--- src/rtl/bsg_sha_pkg.sv ---
// Shared SHA-256 block-assembly constants: message block geometry and the
// default input word width / words-per-block used by the assembler.
package bsg_sha_pkg;

    localparam int sha_block_bits_lp  = 512;
    localparam int sha_word_bits_lp   = 32;
    localparam int sha_in_width_lp    = 2 * sha_word_bits_lp;
    localparam int sha_default_els_lp = sha_block_bits_lp / sha_in_width_lp;

endpackage

--- src/rtl/bsg_dff_en.sv ---
// Plain register with load enable and no reset.
module bsg_dff_en #(
    parameter int width_p = 1
) (
    input  logic               clk_i,
    input  logic               en_i,
    input  logic [width_p-1:0] data_i,
    output logic [width_p-1:0] data_o
);

    logic [width_p-1:0] data_q;

    always_ff @(posedge clk_i) begin
        if (en_i) begin
            data_q <= data_i;
        end
    end

    assign data_o = data_q;

endmodule

--- src/rtl/bsg_dff_reset.sv ---
// Plain register with synchronous active-high reset to zero.
module bsg_dff_reset #(
    parameter int width_p = 1
) (
    input  logic               clk_i,
    input  logic               reset_i,
    input  logic [width_p-1:0] data_i,
    output logic [width_p-1:0] data_o
);

    logic [width_p-1:0] data_q;

    always_ff @(posedge clk_i) begin
        if (reset_i) begin
            data_q <= '0;
        end else begin
            data_q <= data_i;
        end
    end

    assign data_o = data_q;

endmodule

--- src/rtl/bsg_sha_asm_bank.sv ---
// One assembly bank: els_p word slots with per-slot write enable, a length
// register, and output masking so slots at or beyond the length read as zero.
module bsg_sha_asm_bank
    import bsg_sha_pkg::*;
#(
    parameter int width_p = sha_in_width_lp,
    parameter int els_p   = sha_default_els_lp
) (
    input  logic                         clk_i,
    input  logic                         reset_i,
    input  logic                         we_i,
    input  logic [$clog2(els_p)-1:0]     slot_i,
    input  logic [width_p-1:0]           data_i,
    input  logic                         close_i,
    input  logic [$clog2(els_p+1)-1:0]   len_i,
    output logic [width_p*els_p-1:0]     data_o,
    output logic [$clog2(els_p+1)-1:0]   len_o
);

    localparam int cnt_w_lp = $clog2(els_p);
    localparam int len_w_lp = $clog2(els_p+1);

    logic [len_w_lp-1:0] len_d;
    logic [len_w_lp-1:0] len_q;

    always_comb begin
        len_d = len_q;
        if (close_i) begin
            len_d = len_i;
        end
    end

    bsg_dff_reset #(.width_p(len_w_lp)) len_reg (
        .clk_i   (clk_i),
        .reset_i (reset_i),
        .data_i  (len_d),
        .data_o  (len_q)
    );

    // Word storage is never reset; the length mask hides stale contents.
    for (genvar i = 0; i < els_p; i++) begin : g_slot
        logic               slot_we;
        logic [width_p-1:0] word_q;

        assign slot_we = we_i & (slot_i == cnt_w_lp'(i));

        bsg_dff_en #(.width_p(width_p)) word_reg (
            .clk_i  (clk_i),
            .en_i   (slot_we),
            .data_i (data_i),
            .data_o (word_q)
        );

        assign data_o[i*width_p +: width_p] = (len_w_lp'(i) < len_q) ? word_q : '0;
    end

    assign len_o = len_q;

endmodule

--- src/rtl/bsg_sha_block_assembler.sv ---
// Packs a stream of width_p-bit words into els_p-word blocks using two
// ping-pong banks, so filling continues while a finished block waits.
module bsg_sha_block_assembler
    import bsg_sha_pkg::*;
#(
    parameter int width_p = sha_in_width_lp,
    parameter int els_p   = sha_default_els_lp,
    parameter     id_p    = "inv"
) (
    input  logic                         clk_i,
    input  logic                         reset_i,
    input  logic                         en_i,
    input  logic                         v_i,
    input  logic [width_p-1:0]           data_i,
    input  logic                         last_i,
    output logic                         ready_o,
    output logic                         v_o,
    output logic [width_p*els_p-1:0]     data_o,
    output logic [$clog2(els_p+1)-1:0]   len_o,
    input  logic                         yumi_i
);

    localparam int cnt_w_lp = $clog2(els_p);
    localparam int len_w_lp = $clog2(els_p+1);

    logic [cnt_w_lp-1:0] wr_cnt_d, wr_cnt_q;
    logic                fill_ptr_d, fill_ptr_q;
    logic                rd_ptr_d, rd_ptr_q;
    logic [1:0]          occ_d, occ_q;

    logic                xfer;
    logic                last_slot;
    logic                close_blk;
    logic                yumi;
    logic [len_w_lp-1:0] close_len;

    logic [width_p*els_p-1:0] bank_data [2];
    logic [len_w_lp-1:0]      bank_len  [2];

    // Handshake: a word moves when v_i & ready_o; a block leaves on yumi_i,
    // which is only honoured while v_o is high.
    assign ready_o = ~reset_i & en_i & (occ_q != 2'd2);
    assign v_o     = ~reset_i & (occ_q != 2'd0);

    always_comb begin
        xfer       = v_i & ready_o;
        last_slot  = (wr_cnt_q == cnt_w_lp'(els_p - 1));
        close_blk  = xfer & (last_i | last_slot);
        yumi       = yumi_i & v_o;
        close_len  = len_w_lp'(wr_cnt_q) + len_w_lp'(1);

        wr_cnt_d = wr_cnt_q;
        if (close_blk) begin
            wr_cnt_d = '0;
        end else if (xfer) begin
            wr_cnt_d = wr_cnt_q + cnt_w_lp'(1);
        end

        fill_ptr_d = fill_ptr_q ^ close_blk;
        rd_ptr_d   = rd_ptr_q ^ yumi;
        occ_d      = occ_q + {1'b0, close_blk} - {1'b0, yumi};
    end

    bsg_dff_reset #(.width_p(cnt_w_lp)) wr_cnt_reg (
        .clk_i(clk_i), .reset_i(reset_i), .data_i(wr_cnt_d), .data_o(wr_cnt_q)
    );

    bsg_dff_reset #(.width_p(1)) fill_ptr_reg (
        .clk_i(clk_i), .reset_i(reset_i), .data_i(fill_ptr_d), .data_o(fill_ptr_q)
    );

    bsg_dff_reset #(.width_p(1)) rd_ptr_reg (
        .clk_i(clk_i), .reset_i(reset_i), .data_i(rd_ptr_d), .data_o(rd_ptr_q)
    );

    bsg_dff_reset #(.width_p(2)) occ_reg (
        .clk_i(clk_i), .reset_i(reset_i), .data_i(occ_d), .data_o(occ_q)
    );

    for (genvar b = 0; b < 2; b++) begin : g_bank
        logic sel;
        assign sel = (fill_ptr_q == 1'(b));

        bsg_sha_asm_bank #(.width_p(width_p), .els_p(els_p)) bank (
            .clk_i   (clk_i),
            .reset_i (reset_i),
            .we_i    (xfer & sel),
            .slot_i  (wr_cnt_q),
            .data_i  (data_i),
            .close_i (close_blk & sel),
            .len_i   (close_len),
            .data_o  (bank_data[b]),
            .len_o   (bank_len[b])
        );
    end

    assign data_o = bank_data[rd_ptr_q];
    assign len_o  = v_o ? bank_len[rd_ptr_q] : '0;

endmodule
--- config.mk ---
export PLATFORM = sky130hd
export DESIGN_NAME = bsg_sha_block_assembler
export DESIGN_NICKNAME = d
export VERILOG_FILES = /design/src/rtl/bsg_sha_pkg.sv /design/src/rtl/bsg_dff_en.sv /design/src/rtl/bsg_dff_reset.sv /design/src/rtl/bsg_sha_asm_bank.sv /design/src/rtl/bsg_sha_block_assembler.sv
export SDC_FILE = /design/constraint.sdc
export NUM_CORES = 1
export LEC_CHECK = 0
export ABC_AREA = 1
export ABC_CLOCK_PERIOD_IN_PS = 7600
export CORE_ASPECT_RATIO = 0.9
export CORE_MARGIN = 4
export CORE_UTILIZATION = 25
export DETAILED_ROUTE_END_ITERATION = 6
export GPL_TIMING_DRIVEN = 0
export PLACE_DENSITY_LB_ADDON = 0.1
export SYNTH_ARGS = -nofsm -noshare
export SYNTH_HDL_FRONTEND = slang
export SYNTH_SLANG_ARGS = --single-unit
--- constraint.sdc ---
create_clock -name clk_i -period 7.6 [get_ports clk_i]
set_clock_uncertainty 0.1 [all_clocks]
set_input_delay 1.52 -clock clk_i [delete_from_list [all_inputs] [get_ports clk_i]]
set_output_delay 1.52 -clock clk_i [all_outputs]
set_load 0.02 [all_outputs]
==> results.toml, run 1 <==
[setup_path]
required_ns = 5.98
worstSetupPathType = "flip-flop to primary output"
critical_path_buf_inv_count = 5
cp_common_cell = "buf_2"
start_kind = "flip-flop"
cpPeakStageDelay_ns = 0.76
crit_chain = "buf_2 -> buf_2 -> buf_2 -> buf_2 -> nand3_1 -> o21ai_0 -> clkdlybuf4s50_1"
end_kind = "primary output"
crit_family = "buffers and inverters"
arrival_ns = 4.16
path_max_fanout = 12
critical-path-slowest-cell = "clkdlybuf4s50_1"

[floorplanning]
row_count = 137
initial_utilization_pct = 25.30
die_w_um = 426.6
core_area_um2 = 155800
dieArea_um2 = 164100
die_h_um = 384.7
pin_count = 588

[synth]
muxShareOfSynthArea_pct = 0
ys_seq_area_share_pct = 78.77
synthCells = 2805
synth.top_cell.area_share_pct = 78.01
synth_compound_area_share_pct = 5.040
synthXorXnorAreaFrac_pct = 0.04444
yosys.area.top_type = "edfxtp_1"
synth_warnings = 0
syn_area_um2 = 39420
synth_top_family_by_area = "simple AND/OR/NAND/NOR gates"
synthAdderAreaFrac_pct = 0.2222
ys_seq_elements = 1039
synth.distinct_cells = 30
avgSynthCellArea_um2 = 14.05
yosys.area_share.simple_pct = 13.46
synth_nets = 2882
synth_area_leaders = "edfxtp_1 (78%), nand3_1 (8.3%), nand2_1 (4.6%), o21ai_0 (3.1%), a22o_1 (1.4%)"

[power_and_ir_drop]
p_comb_share_pct = 6.6
peakVddDrop_v = 0.0001738
leakage_nw = 18.05
switchingPower_mw = 2.982
p_seq_share_pct = 49.9
p_total_mw = 12.66
clock_power_share_pct = 43.4
switching_share_pct = 23.56
p_int_mw = 9.677
cellPowerDensity_nw_per_um2 = 238.5

[status]
outcome = "complete, no violations"

[layout]
mostFrequentLayoutCell = "edfxtp_1"
drive_gt1_share_pct = 9.790
final_core_util_pct = 34.06
fill_cells = 15312
stdcell_area_um2 = 53070
final_cell_mix = "edfxtp_1 (1,024), nand3_1 (650), clkdlybuf4s50_1 (586), nand2_1 (479), o21ai_0 (242)"
nets = 3692
final_cell_count_no_fill = 5813
syn2layout_area_growth_pct = 34.63

[placed_design]
gp_congestion = 0.7504
place.port_buffers = 586
place_hpwl_um = 114100
dp.cells = 5580
placed_area_um2 = 49360
place_ws_ns = 1.991

[global_routing]
grt_max_degree = 26
first_global_vias = 25870
grt_busiest_layer = "met2"
grt_antenna_before_repair = 15
use_met3_pct = 4.278
grt_pass1_wl_um = 218400
grt_overflow = 0
met2_usage_pct = 31.79
grt_util_met1_pct = 25.01
track_usage_pct = 19.16

[clock_network]
cts-root-buf = "clkbuf_16"
cts_tree = "built"
post-cts-setup-buffers = 0
cts_resized = 0
insertion_delay_ns = 0.74
h-tree-depth = 3
postCtsHoldBufs = 0
path_clk_slew_ns = 0.06
cts_buffers = 118
clk_path_buf_depth = 3
cts_num_sinks = 1039

[timing]
worst_hold_slack_ns = 0.4155
tightestPinTransition_ns = 1.271
fin_crit_ns = 5.783
hold_viol = 0
period_share_pct = 76.09
finalWorstSetupSlack_ns = 1.817
fmax_mhz = 172.9
relSlewSlack_pct = 15.27
drv_slew = 0
tns_ns = 0
rsz0062_at_grt = "no"
setup_viol = 0

[route]
drtPass1Iterations = 5
final_antenna_net_count = 0
drt_wl_total_um = 161200
drc = 0
wl_per_cell_um = 27.74
drt_iter0_drc = 1994
num_vias = 26239
via_per_inst = 4.514

[flow_run]
maxCapViolCount = 0

[hold_path]
hp-class = "flip-flop to flip-flop"
-- tightest hold or removal path, stage by stage, from the launching register on --
cell     delay (ns)
dfxtp_1        0.34
nand2_1        0.08
a21oi_1        0.05
-- worst paths after layout --
path	slack, ns	to	startpoint	depth (start not counted)
hold / removal	0.42	wr_cnt_reg.data_o[1]	wr_cnt_reg.data_o[1]	2
setup reg to reg	3.93	g_bank[0].bank.g_slot[6].word_reg.data_o[25]	occ_reg.data_o[1]	10
hold reg to reg	0.42	wr_cnt_reg.data_o[1]	wr_cnt_reg.data_o[1]	2
setup / recovery	1.82	data_o[380]	rd_ptr_reg.data_o	7
-- layout make-up --
class	count	area [um2]	area share [%]
Sequential cell	1039	31050	58.51
Multi-Input combinational cell	1529	7517	14.17
Timing Repair Buffer	690	7211	13.59
Clock buffer	144	3050	5.748
Tap cell	2085	2609	4.916
Buffer	205	854.6	1.610
Clock inverter	79	631.9	1.191
Inverter	32	120.1	0.2263
Antenna cell	10	25.02	0.04715
-- sequential cells by signal, summed over array words and instances (netlist names) --
signal and flops:
wr_cnt_reg.data_o 3, g_bank.bank.g_slot.word_reg.data_o 1024, occ_reg.data_o 2, g_bank.bank.len_reg.data_o 8, fill_ptr_reg.data_o 1, rd_ptr_reg.data_o 1
-- cell families after synthesis --
group	Yosys count
and+or+nand+nor	1182
DFF	1039
AOI/OAI and AO/OA	338
buffers and inverters	237
adders and majority gates	7
xor gates and xnor gates	2
-- power groups by stage --
stage | combinational (mW) | clock, mW | sequential (mW)
after floorplan | 0.306 | 0 | 6.44
after global placement | 0.857 | 0 | 6.45
after detailed placement | 0.869 | 0 | 6.44
after CTS | 0.872 | 5.65 | 6.32
after global routing | 0.898 | 5.88 | 6.32
final | 0.842 | 5.49 | 6.32
-- per-layer routing --
| layer | wire length (um) | part of all wire [%] |
|---|---|---|
| met3 | 9932 | 6.2 |
| met5 | 0 | 0 |
| met2 | 77650 | 48 |
| met1 | 68520 | 42 |
| met4 | 5143 | 3.2 |
-- cell usage after synthesis --
| cell | n |
|---|---|
| inv_2 | 3 |
| nand3_2 | 2 |
| nor2_1 | 30 |
| o21ai_1 | 19 |
| clkinv_1 | 1 |
| buf_4 | 1 |
| clkbuf_1 | 123 |
| buf_2 | 64 |
| a21oi_1 | 6 |
| buf_1 | 17 |
| a31oi_4 | 1 |
| ha_1 | 7 |
| o21ai_2 | 3 |
| o21ai_0 | 242 |
| xor2_1 | 1 |
| a31oi_2 | 1 |
| nor2_2 | 3 |
| a22o_1 | 64 |
| nor2_4 | 1 |
| nor3_1 | 13 |
| o31ai_4 | 1 |
| nand4_1 | 3 |
| edfxtp_1 | 1024 |
| nand3_1 | 650 |
| nand2_1 | 479 |
| inv_1 | 28 |
| xnor2_1 | 1 |
| or2_2 | 1 |
| dfxtp_1 | 15 |
| a21oi_2 | 1 |
Power figures use the tool's default switching activity.
==> inputs of run 2 (changes only) <==
- ABC_CLOCK_PERIOD_IN_PS: 7600 -> 4960
- clock period: 7.6 -> 4.96 ns (I/O delays scaled with it)
==> results.toml, run 2 (synthesis gave the netlist of run 1 again) <==
[status]
outcome = "complete, no violations"

[timing]
relSlewSlack_pct = 29.70
tightestPinTransition_ns = 1.054
period_share_pct = 95.95
hold_viol = 0
rsz0062_at_grt = "no"
fmax_mhz = 210.1
setup_viol = 0
fin_crit_ns = 4.759
drv_slew = 0

[floorplanning]
row_count = 137
pin_count = 588
initial_utilization_pct = 25.30
die_w_um = 426.6
dieArea_um2 = 164100
core_area_um2 = 155800
die_h_um = 384.7

[layout]
drive_gt1_share_pct = 10.35
final_cell_mix = "edfxtp_1 (1,024), nand3_1 (650), clkdlybuf4s50_1 (586), nand2_1 (478), o21ai_0 (240)"
mostFrequentLayoutCell = "edfxtp_1"
syn2layout_area_growth_pct = 34.78
largest_reg_flops = 1024
nets = 3693
final_core_util_pct = 34.10

[placed_design]
gp_congestion = 0.7504
place.port_buffers = 586
place_hpwl_um = 114100

[flow_run]
maxCapViolCount = 0

[setup_path]
critical-path-slowest-cell = "buf_2"
crit_family = "buffers and inverters"
end_kind = "primary output"
critical_path_buf_inv_count = 4
cp_common_cell = "buf_2"
cpPeakStageDelay_ns = 0.83
arrival_ns = 3.67
required_ns = 3.87
worstSetupPathType = "flip-flop to primary output"
start_kind = "flip-flop"
path_max_fanout = 10
crit_chain = "inv_1 -> nor2_1 -> buf_2 -> buf_2 -> a22o_1 -> clkdlybuf4s50_1"

[hold_path]
hp-class = "flip-flop to flip-flop"

[power_and_ir_drop]
p_seq_share_pct = 50.0
clock_power_share_pct = 43.4
leakage_nw = 18.12
switchingPower_mw = 4.558
switching_share_pct = 23.51
cellPowerDensity_nw_per_um2 = 365.0
p_comb_share_pct = 6.7
peakVddDrop_v = 0.0002658
p_total_mw = 19.39
p_int_mw = 14.83

[clock_network]
cts-root-buf = "clkbuf_16"
cts_tree = "built"
insertion_delay_ns = 0.73
cts_buffers = 118
postCtsHoldBufs = 0
clk_path_buf_depth = 3
cts_num_sinks = 1039
h-tree-depth = 3
path_clk_slew_ns = 0.06

[route]
drt_wl_total_um = 161200
drt_iter0_drc = 1973
drtPass1Iterations = 5
drc = 0
wl_per_cell_um = 27.76
via_per_inst = 4.524
num_vias = 26274
final_antenna_net_count = 0

[global_routing]
grt_antenna_before_repair = 15
track_usage_pct = 19.16
grt_pass1_wl_um = 218500
first_global_vias = 25900
grt_max_degree = 26
grt_overflow = 0
-- run 2: stage by stage --
step | std cells | hold WS [ns] | cell area [um2] | TNS [ns] | worst slack, ns
after floorplan | 2805 | 0.3734 | 39420 | -1454.64 | -1.857
after global placement | 5476 | 0.4059 | 47890 | -6666.23 | -7.888
after detailed placement | 5580 | 0.4087 | 49360 | -0.5508 | -0.06147
after CTS | 5805 | 0.4164 | 53110 | 0 | 0.000005329
after global routing | 5804 | 0.4421 | 53120 | 0 | 0.007199
final | 5808 | 0.4149 | 53130 | 0 | 0.2010
-- run 2: cell type report --
type,count,area [um2]
fill,15321,102700
sequential,1039,31050
multi-input combinational,1529,7527
timing repair buffer,692,7238
clock buffer,144,3050
tap,2085,2609
buffer,204,892.1
clock inverter,79,631.9
inverter,32,120.1
antenna,4,10.01
-- run 2: final timing paths --
path              slack (ns)                                      endpoint  depth (start not counted)                              from
setup / recovery        0.20                                   data_o[468]                          6  g_bank[0].bank.len_reg.data_o[3]
hold / removal          0.41                          wr_cnt_reg.data_o[1]                          2              wr_cnt_reg.data_o[1]
setup reg to reg        1.28  g_bank[0].bank.g_slot[6].word_reg.data_o[25]                         10                 occ_reg.data_o[1]
hold reg to reg         0.41                          wr_cnt_reg.data_o[1]                          2              wr_cnt_reg.data_o[1]
-- run 2: repair_timing --
item,4_1_cts,5_1_grt
gates resized for setup,20,15
endpoints found under the setup margin,246,47
setup buffers,2,0
pin swaps,1,0
-- run 2: routing by layer --
layer | GRT usage, % | wire [um] | share of wire (%)
met1 | 24.99 | 68820 | 43
met4 | 5.782 | 5171 | 3.2
met5 | 0 | 0 | 0
met2 | 31.84 | 77710 | 48
met3 | 4.274 | 9524 | 5.9
-- run 2: power by group through the flow --
stage                     Sequential [mW]  Clock (mW)  Combinational (mW)
after floorplan                      9.87           0               0.468
after global routing                 9.69        9.02                1.38
final                                9.69        8.41                1.29
after global placement               9.88           0                1.31
after detailed placement             9.87           0                1.33
after CTS                            9.69        8.65                1.34
-- run 2: worst register-to-register path, delay by kind of cell, from the launching register on --
| family | cells | cell delay (ns) |
|---|---|---|
| buffers and inverters | 6 | 1.24 |
| and+or+nand+nor | 4 | 1.71 |
| DFF | 1 | 0.33 |
